$ cat src/rtl/layer_compositor.sv
// layer_compositor
//   Per-pixel priority compositor for the VGA path. Chooses the lowest-index
//   opaque, enabled layer that requests drawing, otherwise the background
//   colour, through a two-stage registered pipeline (input latency 2 clocks).
//   Also accumulates per-layer overlap flags over a frame and publishes them
//   on each start-of-frame.
//
// Ports
//   clk                  pixel clock
//   resetN               asynchronous active-low reset
//   pixelValid           inputs describe a visible pixel
//   startOfFrame         one-cycle pulse on the first pixel of a frame
//   layerEnable          per-layer runtime enable
//   layerDR              per-layer drawing request
//   layerRGB             per-layer colour, packed [LAYERS-1:0][COLOR_W-1:0]
//   backGroundRGB        colour used when no layer wins
//   RGBOut               composited colour
//   RGBValid             RGBOut belongs to a valid pixel
//   winnerIdx            index of the winning layer (0 when none)
//   winnerValid          a layer, not the background, produced RGBOut
//   frameCollision       per-layer collision flags of the previous frame
//   frameCollisionStrobe one-cycle pulse when frameCollision is updated
module layer_compositor #(
    parameter int                 LAYERS      = 8,
    parameter int                 COLOR_W     = 8,
    parameter logic [COLOR_W-1:0] TRANSPARENT = 8'hFF,
    parameter int                 IDX_W       = $clog2(LAYERS)
) (
    input  logic                            clk,
    input  logic                            resetN,
    input  logic                            pixelValid,
    input  logic                            startOfFrame,
    input  logic [LAYERS-1:0]               layerEnable,
    input  logic [LAYERS-1:0]               layerDR,
    input  logic [LAYERS-1:0][COLOR_W-1:0]  layerRGB,
    input  logic [COLOR_W-1:0]              backGroundRGB,
    output logic [COLOR_W-1:0]              RGBOut,
    output logic                            RGBValid,
    output logic [IDX_W-1:0]                winnerIdx,
    output logic                            winnerValid,
    output logic [LAYERS-1:0]               frameCollision,
    output logic                            frameCollisionStrobe
);

    // Stage 0: effective requests and collision contribution
    logic [LAYERS-1:0] eff;
    logic              multi_hit;
    logic [LAYERS-1:0] contrib;

    // Stage 1 registers
    logic [LAYERS-1:0]              s1_eff_q,   s1_eff_d;
    logic [LAYERS-1:0][COLOR_W-1:0] s1_rgb_q,   s1_rgb_d;
    logic [COLOR_W-1:0]             s1_bg_q,    s1_bg_d;
    logic                           s1_valid_q, s1_valid_d;

    // Stage 2 registers (outputs)
    logic [COLOR_W-1:0] rgb_out_q,   rgb_out_d;
    logic               rgb_valid_q, rgb_valid_d;
    logic [IDX_W-1:0]   win_idx_q,   win_idx_d;
    logic               win_valid_q, win_valid_d;

    // Collision tracking
    logic [LAYERS-1:0] acc_q,       acc_d;
    logic [LAYERS-1:0] frame_col_q, frame_col_d;
    logic              strobe_q,    strobe_d;

    // Priority search over stage-1 requests
    logic               win_found;
    logic [IDX_W-1:0]   win_idx;
    logic [COLOR_W-1:0] win_rgb;

    always_comb begin
        eff = '0;
        for (int unsigned i = 0; i < LAYERS; i++) begin
            eff[i] = layerDR[i] & layerEnable[i] & (layerRGB[i] != TRANSPARENT);
        end
        // Clearing the lowest set bit leaves something only if two or more were set.
        multi_hit = |(eff & (eff - LAYERS'(1)));
        contrib   = (pixelValid && multi_hit) ? eff : '0;
    end

    always_comb begin
        s1_eff_d   = eff;
        s1_rgb_d   = layerRGB;
        s1_bg_d    = backGroundRGB;
        s1_valid_d = pixelValid;
    end

    always_comb begin
        win_found = 1'b0;
        win_idx   = '0;
        win_rgb   = s1_bg_q;
        for (int unsigned i = 0; i < LAYERS; i++) begin
            if (!win_found && s1_eff_q[i]) begin
                win_found = 1'b1;
                win_idx   = IDX_W'(i);
                win_rgb   = s1_rgb_q[i];
            end
        end
    end

    always_comb begin
        rgb_out_d   = rgb_out_q;
        win_idx_d   = win_idx_q;
        win_valid_d = win_valid_q;
        rgb_valid_d = s1_valid_q;
        // A bubble holds the last composited pixel on the outputs.
        if (s1_valid_q) begin
            rgb_out_d   = win_rgb;
            win_idx_d   = win_idx;
            win_valid_d = win_found;
        end
    end

    always_comb begin
        frame_col_d = frame_col_q;
        strobe_d    = startOfFrame;
        acc_d       = acc_q | contrib;
        // The start-of-frame cycle already belongs to the new frame, so its
        // own contribution seeds the fresh accumulator instead of the report.
        if (startOfFrame) begin
            frame_col_d = acc_q;
            acc_d       = contrib;
        end
    end

    always_ff @(posedge clk or negedge resetN) begin
        if (!resetN) begin
            s1_eff_q    <= '0;
            s1_rgb_q    <= '0;
            s1_bg_q     <= '0;
            s1_valid_q  <= 1'b0;
            rgb_out_q   <= '0;
            rgb_valid_q <= 1'b0;
            win_idx_q   <= '0;
            win_valid_q <= 1'b0;
            acc_q       <= '0;
            frame_col_q <= '0;
            strobe_q    <= 1'b0;
        end else begin
            s1_eff_q    <= s1_eff_d;
            s1_rgb_q    <= s1_rgb_d;
            s1_bg_q     <= s1_bg_d;
            s1_valid_q  <= s1_valid_d;
            rgb_out_q   <= rgb_out_d;
            rgb_valid_q <= rgb_valid_d;
            win_idx_q   <= win_idx_d;
            win_valid_q <= win_valid_d;
            acc_q       <= acc_d;
            frame_col_q <= frame_col_d;
            strobe_q    <= strobe_d;
        end
    end

    assign RGBOut               = rgb_out_q;
    assign RGBValid             = rgb_valid_q;
    assign winnerIdx            = win_idx_q;
    assign winnerValid          = win_valid_q;
    assign frameCollision       = frame_col_q;
    assign frameCollisionStrobe = strobe_q;

endmodule

$ cat config.mk
export PLATFORM = sky130hd
export DESIGN_NAME = layer_compositor
export DESIGN_NICKNAME = d
export VERILOG_FILES = /design/src/rtl/layer_compositor.sv
export SDC_FILE = /design/constraint.sdc
export NUM_CORES = 1
export LEC_CHECK = 0
export ABC_AREA = 1
export CELL_PAD_IN_SITES_DETAIL_PLACEMENT = 0
export CELL_PAD_IN_SITES_GLOBAL_PLACEMENT = 1
export CORE_UTILIZATION = 39
export DETAILED_ROUTE_END_ITERATION = 8
export PLACE_DENSITY_LB_ADDON = 0.1
export SYNTH_ARGS = -nofsm -noshare
export SYNTH_HDL_FRONTEND = slang
export SYNTH_SLANG_ARGS = --single-unit
$ cat constraint.sdc
create_clock -name clk -period 4.5 [get_ports clk]
set_input_delay 1.35 -clock clk [delete_from_list [all_inputs] [get_ports clk]]
set_output_delay 1.35 -clock clk [all_outputs]
set_load 0.05 [all_outputs]
==> results.ini <==
[run_status]
status = finished clean

[route]
routed_wl_microns = 9790
avgViaCountPerCell = 4.68
vias = 3376
drt_iter0_drc = 111
drc = 0
drt_pre_antenna_iters = 4
antenna_left = 0
wl_per_cell_microns = 13.6

[synthesis]
syn_area_sq_um = 4360
synth_compound_area_frac = 0.0510
synth_top_family_by_area = simple AND/OR/NAND/NOR gates
synth_seq_area_share = 0.637
synth.mux.area_fraction = 0
yosysWarningCount = 0
synth.distinct_cells = 34
synth_fa_ha_area_frac = 0
syn_avg_cell_area_sq_um = 9.51
synth_xor_xnor_area_share = 0
ys_seq_elements = 111
syn-num-nets = 551
synthSimpleGateAreaFrac = 0.269
postSynthCellCount = 459

[setup_path]
critical_path_class = flip-flop to output port
reg2reg_slack_ns = 2.39
critPathArrivalTime_ns = 1.57
worst_ep_required_time_ns = 3.15
critPathMaxFanout = 2
cp_top_family = buffers and inverters
path_cells = clkdlybuf4s50_1
endpoint_kind = output port
critPathBufInv = 1
start_kind = flip-flop
max_stage_delay_ns = 0.81
cp_slowest_cell = clkdlybuf4s50_1

[clock_network]
post-cts-setup-buffer-count = 0
ctsResizeCount = 0
cts_hold_buffers = 0
cts_tree = done
cts_buffer_depth = 2
clkLatencyLatePin_ns = 0.37
cts.sinks = 111
cts_max_level = 3
numCtsBuffers = 9
cts_root_buf = clkbuf_8
clk_pin_slew_ns = 0.11

[sta]
whs_ns = 0.478
max_clock_freq_mhz = 342
rsz0062_at_grt = no
fin_crit_sh = 0.649
setup_tns_ns = 0
slew-limit-headroom = 0.314
clock_skew_ns = 0.00756
slew_violations = 0
setup_viol = 0
period_needed_ns = 2.92
worstMarginPinSlew_ns = 1.03
hold_viol = 0

[pwr]
switchingPower_w = 0.000614
finalPower_w = 0.00205
seq_power_share = 0.535
intPower_w = 0.00144
p_per_area_nw_per_um2 = 353
vdd_drop_max_mv = 0.164
switching_share = 0.299
power_leakage_nw = 2.76
pwr-share-comb = 0.191
clkPwrFrac = 0.274

[layout]
final_nets = 669
layoutNonFillerInstCount = 722
layout-drive-gt1-share = 0.0808
area_growth_pct = 33.4
final_area_sq_um = 5820
antenna_cells = 0
nFillCells = 1024

[floorplanning]
fp.dieArea_sq_um = 11600
ios = 114
fp.dieW_microns = 108
num_rows = 38
die_h_microns = 108
start_util = 0.401
core_area_sq_um = 10900

[global_route]
grt_use_total = 0.183
grt-ovfl-total = 0
grt_pass1_wl_microns = 15800
antenna_found_initial = 0
grt_pass1_vias = 3321
grt_max_degree = 83

[worst_hold_path]
holdCritPathClass = flip-flop to flip-flop

[placement]
dp_hpwl_microns = 7630
gp_congestion = 0.825
dpl-instance-area_sq_um = 5640
dp_cells = 706
io_buffers = 113

[flow_run]
drv_cap = 0

[cell usage in the layout (no fill, tap or decap), types with 3 or more instances in the layout]
master,count
nand2_1,158
clkdlybuf4s50_1,112
dfrtp_1,111
nor2_1,52
inv_1,32
nand3_1,24
a21oi_1,9
nand4_1,9
clkbuf_8,9
o21ai_0,7
nor3_1,7
o21ai_1,7
a21oi_2,7
inv_2,5
nand3_2,3
clkinvlp_4,3
buf_4,3
[flip-flops by register name (all words and copies together) (netlist names)]
register and cells:
rgb_valid_d 1, acc_q 8, s1_eff_q 8, s1_rgb_q 64, frameCollisionStrobe 1, winnerIdx 3
s1_bg_q 8, frameCollision 8, RGBOut 8, winnerValid 1, RGBValid 1
[synth_stat cells]
| cell | count | area share |
|---|---|---|
| or2_0 | 1 | 0.0014 |
| nor2_1 | 52 | 0.045 |
| o21ai_0 | 7 | 0.0080 |
| nor2_2 | 2 | 0.0029 |
| a22o_1 | 1 | 0.0020 |
| nand4_1 | 9 | 0.013 |
| inv_2 | 5 | 0.0043 |
| nor2_8 | 2 | 0.0092 |
| nand2_2 | 1 | 0.0014 |
| o211ai_1 | 1 | 0.0017 |
| a22oi_1 | 1 | 0.0017 |
| nand3_1 | 24 | 0.028 |
| nand3b_4 | 1 | 0.0046 |
| clkinv_2 | 1 | 0.0011 |
| nand3_2 | 3 | 0.0069 |
| buf_2 | 1 | 0.0011 |
| buf_6 | 2 | 0.0052 |
| nor2_4 | 1 | 0.0026 |
| a31oi_1 | 1 | 0.0014 |
| o31ai_1 | 1 | 0.0017 |
| a21oi_1 | 9 | 0.010 |
| dfrtp_1 | 111 | 0.64 |
| or2_2 | 2 | 0.0029 |
| nor3_1 | 7 | 0.0080 |
| o21ai_1 | 7 | 0.0080 |
| nor3_4 | 1 | 0.0037 |
| nand2_4 | 1 | 0.0026 |
| o21ai_2 | 1 | 0.0020 |
| clkbuf_1 | 4 | 0.0034 |
| nand2_1 | 158 | 0.14 |
| inv_1 | 32 | 0.028 |
| a21oi_2 | 7 | 0.014 |
| or2_1 | 1 | 0.0014 |
| buf_1 | 1 | 0.00086 |
[power by group through the flow]
| stage | clock (W) | combinational (W) | sequential, W |
|---|---|---|---|
| final | 0.000562 | 0.000393 | 0.00110 |
| after global routing | 0.000621 | 0.000429 | 0.00111 |
| after CTS | 0.000577 | 0.000398 | 0.00110 |
| after detailed placement | 0 | 0.000397 | 0.00112 |
| after global placement | 0 | 0.000394 | 0.00112 |
| after floorplan | 0 | 0.000124 | 0.00120 |
[layout make-up]
type,instances,area [sq um],area share
multi-input combinational,302,1400,0.240
inverter,38,144,0.0247
timing repair buffer,115,1140,0.196
clock buffer,9,124,0.0213
tap,140,175,0.0301
sequential,111,2780,0.477
clock inverter,7,62.6,0.0107
[cells by family after synthesis]
logic type	after synthesis
flip-flops	111
AO/OA/AOI/OAI	36
buffers and inverters	46
AND/OR/NAND/NOR	266
[metal layers]
metal	GRT usage	vias up	part of all wire
met3	0.0333	8	0.048
met1	0.244	1589	0.46
met5	0	-	0
met4	0.0528	0	0.010
li1	-	1688	-
met2	0.304	91	0.48
[per-stage QoR]
step,util,worst slack [ns]
CTS,0.535,1.56
global placement,0.518,1.28
finish,0.535,1.58
floorplan,-,2.17
global route,0.535,1.43
detailed placement,0.518,1.24
[final timing paths]
| path | startpoint | endpoint | depth (start not counted) |
|---|---|---|---|
| worst max-delay path | winnerIdx[1] | winnerIdx[1] | 1 |
| worst min-delay path | frameCollision[4] | frameCollision[4] | 2 |
| worst max register to register | s1_eff_q[0] | RGBOut[6] | 10 |
| worst min register to register | frameCollision[4] | frameCollision[4] | 2 |
| max in group asynchronous | resetN | s1_eff_q[3] | 2 |
| min in group asynchronous | resetN | RGBOut[2] | 1 |
Note: power is estimated with default switching activity, not from simulation.
